File: config.mk
export PLATFORM = sky130hd
export DESIGN_NAME = i2s_rx
export DESIGN_NICKNAME = d
export VERILOG_FILES = /design/src/rtl/i2s_rx.sv
export SDC_FILE = /design/constraint.sdc
export NUM_CORES = 1
export LEC_CHECK = 0
export CORE_ASPECT_RATIO = 0.75
export CORE_MARGIN = 10
export CORE_UTILIZATION = 49
export CTS_BUF_LIST = sky130_fd_sc_hd__clkbuf_8
export CTS_CLUSTER_SIZE = 8
export DETAILED_ROUTE_END_ITERATION = 10
export PLACE_DENSITY_LB_ADDON = 0.05
export SYNTH_ARGS = -nofsm -noshare
export SYNTH_HDL_FRONTEND = slang
export SYNTH_SLANG_ARGS = --single-unit
File: constraint.sdc
create_clock -name i_clk_12_288 -period 2.15 [get_ports i_clk_12_288]
set_clock_uncertainty 0.1 [all_clocks]
set_input_delay 0.43 -clock i_clk_12_288 [delete_from_list [all_inputs] [get_ports i_clk_12_288]]
set_output_delay 0.43 -clock i_clk_12_288 [all_outputs]
set_load 0.03 [all_outputs]
File: src/rtl/i2s_rx.sv
// i2s_rx: I2S slave receiver on an SCLK-rise strobe, one-bit delayed,
// MSB-first words, L/R pair output with slot-length error detection.
module i2s_rx #(
  parameter int DATA_BIT  = 16,
  parameter int SLOT_BITS = 32
) (
  input  logic                i_clk_12_288,
  input  logic                i_reset_n,
  input  logic                i_sclk_rise,
  input  logic                i_lrclk,
  input  logic                i_sd,
  output logic [DATA_BIT-1:0] o_audio_l,
  output logic [DATA_BIT-1:0] o_audio_r,
  output logic                o_data_valid,
  output logic                o_frame_err
);

  localparam int CW = $clog2(SLOT_BITS);
  localparam logic [CW-1:0] CNT_MAX  = CW'(SLOT_BITS - 1);
  localparam logic [CW-1:0] CNT_LAST = CW'(DATA_BIT - 1);

  typedef enum logic [1:0] {
    SYNC,
    LEFT,
    RIGHT
  } state_t;

  state_t r_state;
  state_t w_state_nxt;

  logic                r_lr_prev;
  logic [CW-1:0]       r_cnt;
  logic [CW-1:0]       w_cnt_nxt;
  logic [DATA_BIT-1:0] r_shift;
  logic [DATA_BIT-1:0] r_left_hold;
  logic [DATA_BIT-1:0] w_shift_nxt;
  logic                w_bound;
  logic                w_sample;
  logic                w_word_done;
  logic                w_err;
  logic                w_latch_l;
  logic                w_latch_r;

  // Boundary detect, saturating slot counter and word-bit window.
  always_comb begin
    w_bound   = i_sclk_rise && (i_lrclk != r_lr_prev);
    w_cnt_nxt = r_cnt;
    if (w_bound) begin
      w_cnt_nxt = '0;
    end else if (r_cnt != CNT_MAX) begin
      w_cnt_nxt = r_cnt + 1'b1;
    end
    w_sample    = i_sclk_rise && !w_bound && (r_cnt <= CNT_LAST);
    w_word_done = w_sample && (r_cnt == CNT_LAST);
    w_shift_nxt = DATA_BIT'({r_shift, i_sd});
  end

  // Next-state and latch/error decode.
  always_comb begin
    w_state_nxt = r_state;
    w_err       = 1'b0;
    w_latch_l   = 1'b0;
    w_latch_r   = 1'b0;
    unique case (r_state)
      SYNC: begin
        if (w_bound && !i_lrclk) begin
          w_state_nxt = LEFT;
        end
      end
      LEFT, RIGHT: begin
        if (w_bound) begin
          if (r_cnt != CNT_MAX) begin
            w_err       = 1'b1;
            w_state_nxt = i_lrclk ? SYNC : LEFT;
          end else begin
            w_state_nxt = i_lrclk ? RIGHT : LEFT;
          end
        end
        w_latch_l = (r_state == LEFT) && w_word_done;
        w_latch_r = (r_state == RIGHT) && w_word_done;
      end
      default: w_state_nxt = SYNC;
    endcase
  end

  // FSM state register.
  always_ff @(posedge i_clk_12_288 or negedge i_reset_n) begin
    if (!i_reset_n) begin
      r_state <= SYNC;
    end else begin
      r_state <= w_state_nxt;
    end
  end

  // Datapath, output words and single-cycle pulses.
  always_ff @(posedge i_clk_12_288 or negedge i_reset_n) begin
    if (!i_reset_n) begin
      r_lr_prev    <= 1'b0;
      r_cnt        <= '0;
      r_shift      <= '0;
      r_left_hold  <= '0;
      o_audio_l    <= '0;
      o_audio_r    <= '0;
      o_data_valid <= 1'b0;
      o_frame_err  <= 1'b0;
    end else begin
      o_data_valid <= w_latch_r;
      o_frame_err  <= w_err;
      if (i_sclk_rise) begin
        r_lr_prev <= i_lrclk;
        r_cnt     <= w_cnt_nxt;
      end
      if (w_sample) begin
        r_shift <= w_shift_nxt;
      end
      if (w_latch_l) begin
        r_left_hold <= w_shift_nxt;
      end
      if (w_latch_r) begin
        o_audio_l <= r_left_hold;
        o_audio_r <= w_shift_nxt;
      end
    end
  end

endmodule

==> impl_metrics.yaml <==
sta:
  setup_viol: 0
  finalCritPeriodShare_pct: 95.4
  finalWorstPathRequiredPeriod_ps: 2050
  drv_slew: 0
  timing.final.ws_setup_ps: 99.9
  fmax_mhz: 488
  finalHoldViolCount: 0
  rsz0062_at_grt: "no"
  relSlewSlack_pct: 65.2
  tightest_slew_ps: 522
  setup_tns_ps: 0
final_layout:
  nFillCells: 465
  antenna_cells: 0
  drive_gt1_share_pct: 38.4
  area_delta_synth_final_pct: 23.9
  nNetsFinal: 259
worst_setup_path:
  crit_start: "r_cnt[1]$_DFFE_PN0P_"
  cp_max_fo: 15
  critPathCaptureType: "flop"
  rrSetupSlack_ps: 100
  reg2reg_from: "r_cnt[1]$_DFFE_PN0P_"
  worst_ep_arrival_time_ps: 2180
  start_kind: "flop"
  path_class: "flop to flop"
  required_ps: 2280
clocking:
  clkLatencyLatePin_ps: 340
  clockBufferDepth: 2
  cts.sinks: 73
  cts_buffers: 9
  cts_tree: "yes"
  cts-root-buf: "clkbuf_8"
  ctsHtreeMaxLevel: 3
  clk_pin_slew_worst_paths_ps: 70
synth:
  synth-compound-area-share_pct: 2.93
  yosys-top-cells-area: "dfrtp_1, mux2_4, mux2_2"
  synth_area_leader_cell: "dfrtp_1"
  synth_top_area_share_pct: 57.9
  synth_area_um2: 3160
  synth.mux.area_fraction_pct: 27.2
  syn_nets: 206
  synth_top_family_by_area: "multiplexers"
  postSynthCellCount: 193
  synth-simple-area-share_pct: 4.80
  synth-xor-area-share_pct: 1.15
  synth_cell_types: 32
  synthAdderAreaFrac_pct: 3.17
  postSynthAreaPerCell_um2: 16.4
  synth-seq-cells: 73
  synth_warnings: 0
  ys_seq_area_share_pct: 57.9
global_routing:
  grt_pass1_wl_mm: 9.83
  grt_pass1_vias: 1874
  grt_overflow: 0
  antenna_found_initial: 0
  grtUsageTotal_pct: 12.4
  grt_max_degree: 42
detailed_routing:
  ant_nets: 0
  totalWireLength_mm: 5.91
  first_pass_iters: 4
  post_drt_wl_per_cell_um: 17.9
  viasPerCell: 5.24
  drc: 0
  vias: 1735
  drt_iter0_markers: 46
floorplanning:
  die_w_um: 113
  rows: 25
  core-area_um2: 6290
  die_h_um: 89.5
  pin_count: 39
  start_util_pct: 50.2
  die_area_um2: 10100
pwr:
  clkPwrFrac_pct: 31.9
  peakVddDrop_v: 0.000343
  pwr-share-seq_pct: 54.4
  switching_share_pct: 26.7
  p_int_w: 0.00228
  total_leakage_power_nw: 1.96
  power.total_w: 0.00311
  pwr-share-comb_pct: 13.7
  switching_power_w: 0.000831
  power_density_nw_per_um2: 796
min_path:
  hp-start: "r_left_hold[8]$_DFFE_PN0P_"
  hold_path_class: "flop to flop"
place:
  gp_congestion: 0.796
  dp_hpwl_mm: 3.85
  port-buffer-count: 38
  place_ws_ps: -94.2
status:
  outcome: "completed"
run:
  cap_violations: 0
[final cells by class]
type	instances	area, um^2	share of cell area [%]
Tap cell	81	101	2.59
Timing Repair Buffer	48	505	12.9
Sequential cell	73	1830	46.7
Clock buffer	9	124	3.17
Clock inverter	6	53.8	1.38
Inverter	7	26.3	0.672
Multi-Input combinational cell	107	1270	32.5
[registers in the layout, indices dropped and copies added, names as in the netlist, 2 cells and up]
signal and cells:
o_audio_l 16, o_audio_r 16, r_left_hold 16, r_shift 15, r_cnt 5, r_state 2
[per-layer routing]
layer	wire, um	GRT usage, %
met3	381	6.44
met5	0	0
met1	2680	14.8
met4	66	3.45
met2	2780	19.3
[through the flow]
stage	utilization (%)	area [um^2]	hold slack, ps	instances
after floorplan	-	3160	34.4	193
after global placement	58.3	3670	338	313
after detailed placement	58.3	3670	347	313
after CTS	61.7	3880	403	330
after global routing	62.2	3910	424	331
final	62.2	3910	397	331
[synthesized netlist by cell type]
cell / instances
and4b_1: 1
o21ai_0: 2
a31oi_1: 1
a21boi_0: 1
nor2b_1: 1
buf_2: 2
and3_1: 3
a41oi_1: 1
buf_6: 5
o211ai_4: 1
o2bb2ai_1: 1
nand3b_1: 1
nor4bb_1: 1
a21bo_2: 1
o22ai_1: 2
nor2_1: 1
nand2_1: 1
xnor2_4: 1
mux2i_1: 2
nand2b_1: 2
and3b_1: 1
nand4b_1: 2
ha_1: 8
mux2_2: 33
o31ai_1: 1
or4_1: 1
inv_1: 7
nand3_4: 2
mux2_4: 31
dfrtp_1: 73
xor2_1: 1
nor3_1: 2
[path summary, 6_finish.rpt]
kind	to	depth (start not counted)
worst max-delay path	o_audio_r[0]$_DFFE_PN0P_	7
worst min-delay path	o_audio_l[8]$_DFFE_PN0P_	1
worst max register to register	o_audio_r[0]$_DFFE_PN0P_	7
worst min register to register	o_audio_l[8]$_DFFE_PN0P_	1
max in group asynchronous	o_audio_r[9]$_DFFE_PN0P_	3
min in group asynchronous	o_frame_err$_DFF_PN0_	2
[layout by cell type (no fill, tap or decap), drive strengths merged, types with 2 or more instances in the layout]
cell type,n
o21ai,2
mux2i,2
clkdlybuf4s50,37
nand3,3
clkbuf,9
o22ai,2
nand2b,2
mux2,64
nand4b,2
and3,3
nor3,2
dfrtp,73
inv,10
buf,10
ha,8
[critical path, stage by stage, from the launching register on]
cell and delay [ps]:
dfrtp_1 410, ha_2 200, and3_2 250, ha_4 180, and3_1 170, nand3_4 120
buf_12 170, mux2_2 340
[power by group through the flow]
stage | Clock [W] | Sequential (W) | Combinational [W]
after floorplan | 0 | 0.00167 | 0.000295
after global placement | 0 | 0.00172 | 0.000377
after detailed placement | 0 | 0.00172 | 0.000407
after CTS | 0.00103 | 0.00170 | 0.000425
after global routing | 0.00109 | 0.00173 | 0.000471
final | 0.000992 | 0.00169 | 0.000426
[timing repair]
item	4_1_cts	5_1_grt
pin swaps	1	1
gates resized for setup	1	5
hold buffers	1	0
buffers inserted	1	0
cloned	0	1
endpoints found under the setup margin	20	48
endpoints found under the hold margin	40	0
[kinds of logic (layout without fill, tap and decap cells)]
kind of cell             after synthesis  in the layout
flip-flops                            73             73
multiplexers                          66             66
AND/OR/NAND/NOR                       19             20
buffers and inverters                 14             70
AO/OA/AOI/OAI                         11             11
adder cells (fa/ha/maj)                8              8
XOR/XNOR                               2              2
(Power assumes the default switching activity.)
==> patch (same flow settings) <==
`DATA_BIT`: 16 -> 17.
--- a/src/rtl/i2s_rx.sv
+++ b/src/rtl/i2s_rx.sv
@@ -3,3 +3,3 @@
 module i2s_rx #(
-  parameter int DATA_BIT  = 16,
+  parameter int DATA_BIT  = 17,
   parameter int SLOT_BITS = 32
Interface: changed (resized o_audio_l and o_audio_r); port bits go from 39 to 41. No check against the original RTL was run, so the function may have changed too.
==> patch against the unedited design <==
  * The flow now finishes with violations (setup timing)
  * Wire length up 11%
  * Worst setup slack worse by 0.11 ns
  * Sequential cell count up 4
  * Cell count up 7.6%
  * Largest cell class unchanged
  * Area after synthesis up 4.0%
  * Design area up 9.6%
  * Largest power group unchanged
  * Total power up 15%
  * Count of clock-buffer cells in the layout up 1
==> patch: results (changes against the unedited design) <==
| Metric | Value |
|---|---|
| Lkg Pwr | `2.040 nW (+4.2%)` |
| Failing checks | `setup timing` |
| Met2 wire len | `3.067 mm (+10%)` |
| Status | `finished with violations` |
| Plain + repair buffers | `63 (+31%)` |
| Sequential cell area share | `0.4498 (-0.01743)` |
| M3 GR Usage | `0.04847 (-0.01591)` |
| Tightest Pin Transition | `0.5528 ns (+0.03106 ns)` |
| Die area | `10410 um^2 (+3.2%)` |
| DR WL/cell | `18.37 um (+2.9%)` |
| First-pass GRT wire length | `10.55 mm (+7.3%)` |
| Multi-input logic area | `1341 um^2 (+5.4%)` |
| Final setup vio count | `14 (+14)` |
| Fill cell count | `439 (-5.6%)` |
| Placed cell area | `3847 um^2 (+4.9%)` |
| Max FO, Critical Path | `7 (-8)` |
| Slowest CP cell | `or3b_4` |
| Slack of the critical path | `-0.01230 ns (-0.1122 ns)` |
| Buffer share of cell area | `0.1539 (+0.02463)` |
| Post-synthesis compound-gate area fraction | `0.02554 (-0.003787)` |
| Total GRT Usage | `0.1275 (+0.003452)` |
| Post-synth top cells | `dfrtp_1 (77), mux2_2 (39), mux2_4 (29)` |
| Clk Latency, worst-skew pair | `0.36 ns (+0.02 ns)` |
| Number of global-route vias before repair | `1970 (+5.1%)` |
| Global Route met1 Usage | `0.1588 (+0.01076)` |
| Maximum VDD drop | `0.4412 mV (+29%)` |
| Setup tns final | `-0.08057 ns (-0.08057 ns)` |
| Multiplexer share of the synthesized area | `0.2695 (-0.001963)` |
| Syn avg cell area | `16.17 um^2 (-1.2%)` |
| WP data arrival | `2.31 ns (+0.13 ns)` |
| Met3 WL post-DR | `326 um (-14%)` |
| Placed Instances | `333 (+6.4%)` |
| Syn_nets | `216 (+4.9%)` |
| Port buffer count | `40 (+5.3%)` |
| Place WS | `-0.2739 ns (-0.1797 ns)` |
| Met1 WL | `3.023 mm (+13%)` |
| Mean number of vias per cell | `5.202 (-0.75%)` |
| XOR/XNOR Fraction of Synth Area | `0.007625 (-0.003869)` |
| Initial detailed-routing violation count | `66 (+43%)` |
| Invs w/o clock | `8 (+1)` |
| Total Power Consumption | `3.568 mW (+15%)` |
| Seq Cell Count | `77 (+5.5%)` |
| NumNets Final | `283 (+9.3%)` |
| PD cells | `832.8 nW/um^2 (+4.7%)` |
==> patch: cell count changes in the layout (fill, tap and decap cells not counted), moves of 3 or more <==
cell / unedited run / this run
a32o_1: 0 / 3
nand3_4: 3 / 0
mux2_4: 31 / 47
buf_4: 6 / 14
buf_6: 0 / 3
mux2_2: 33 / 21
inv_1: 10 / 7
dfrtp_1: 73 / 77
==> patch: path summary, 6_finish.rpt <==
path | start | to | slack (ns) | cells past startpoint
worst max register to register | r_cnt[0] | o_audio_r[15] | -0.01 | 7
worst max-delay path | r_cnt[0] | o_audio_r[15] | -0.01 | 7
max in group asynchronous | i_reset_n | r_shift[8] | 0.86 | 3
worst min-delay path | r_left_hold[14] | o_audio_l[14] | 0.41 | 1
min in group asynchronous | i_reset_n | o_audio_l[2] | 0.50 | 2
worst min register to register | r_left_hold[14] | o_audio_l[14] | 0.41 | 1
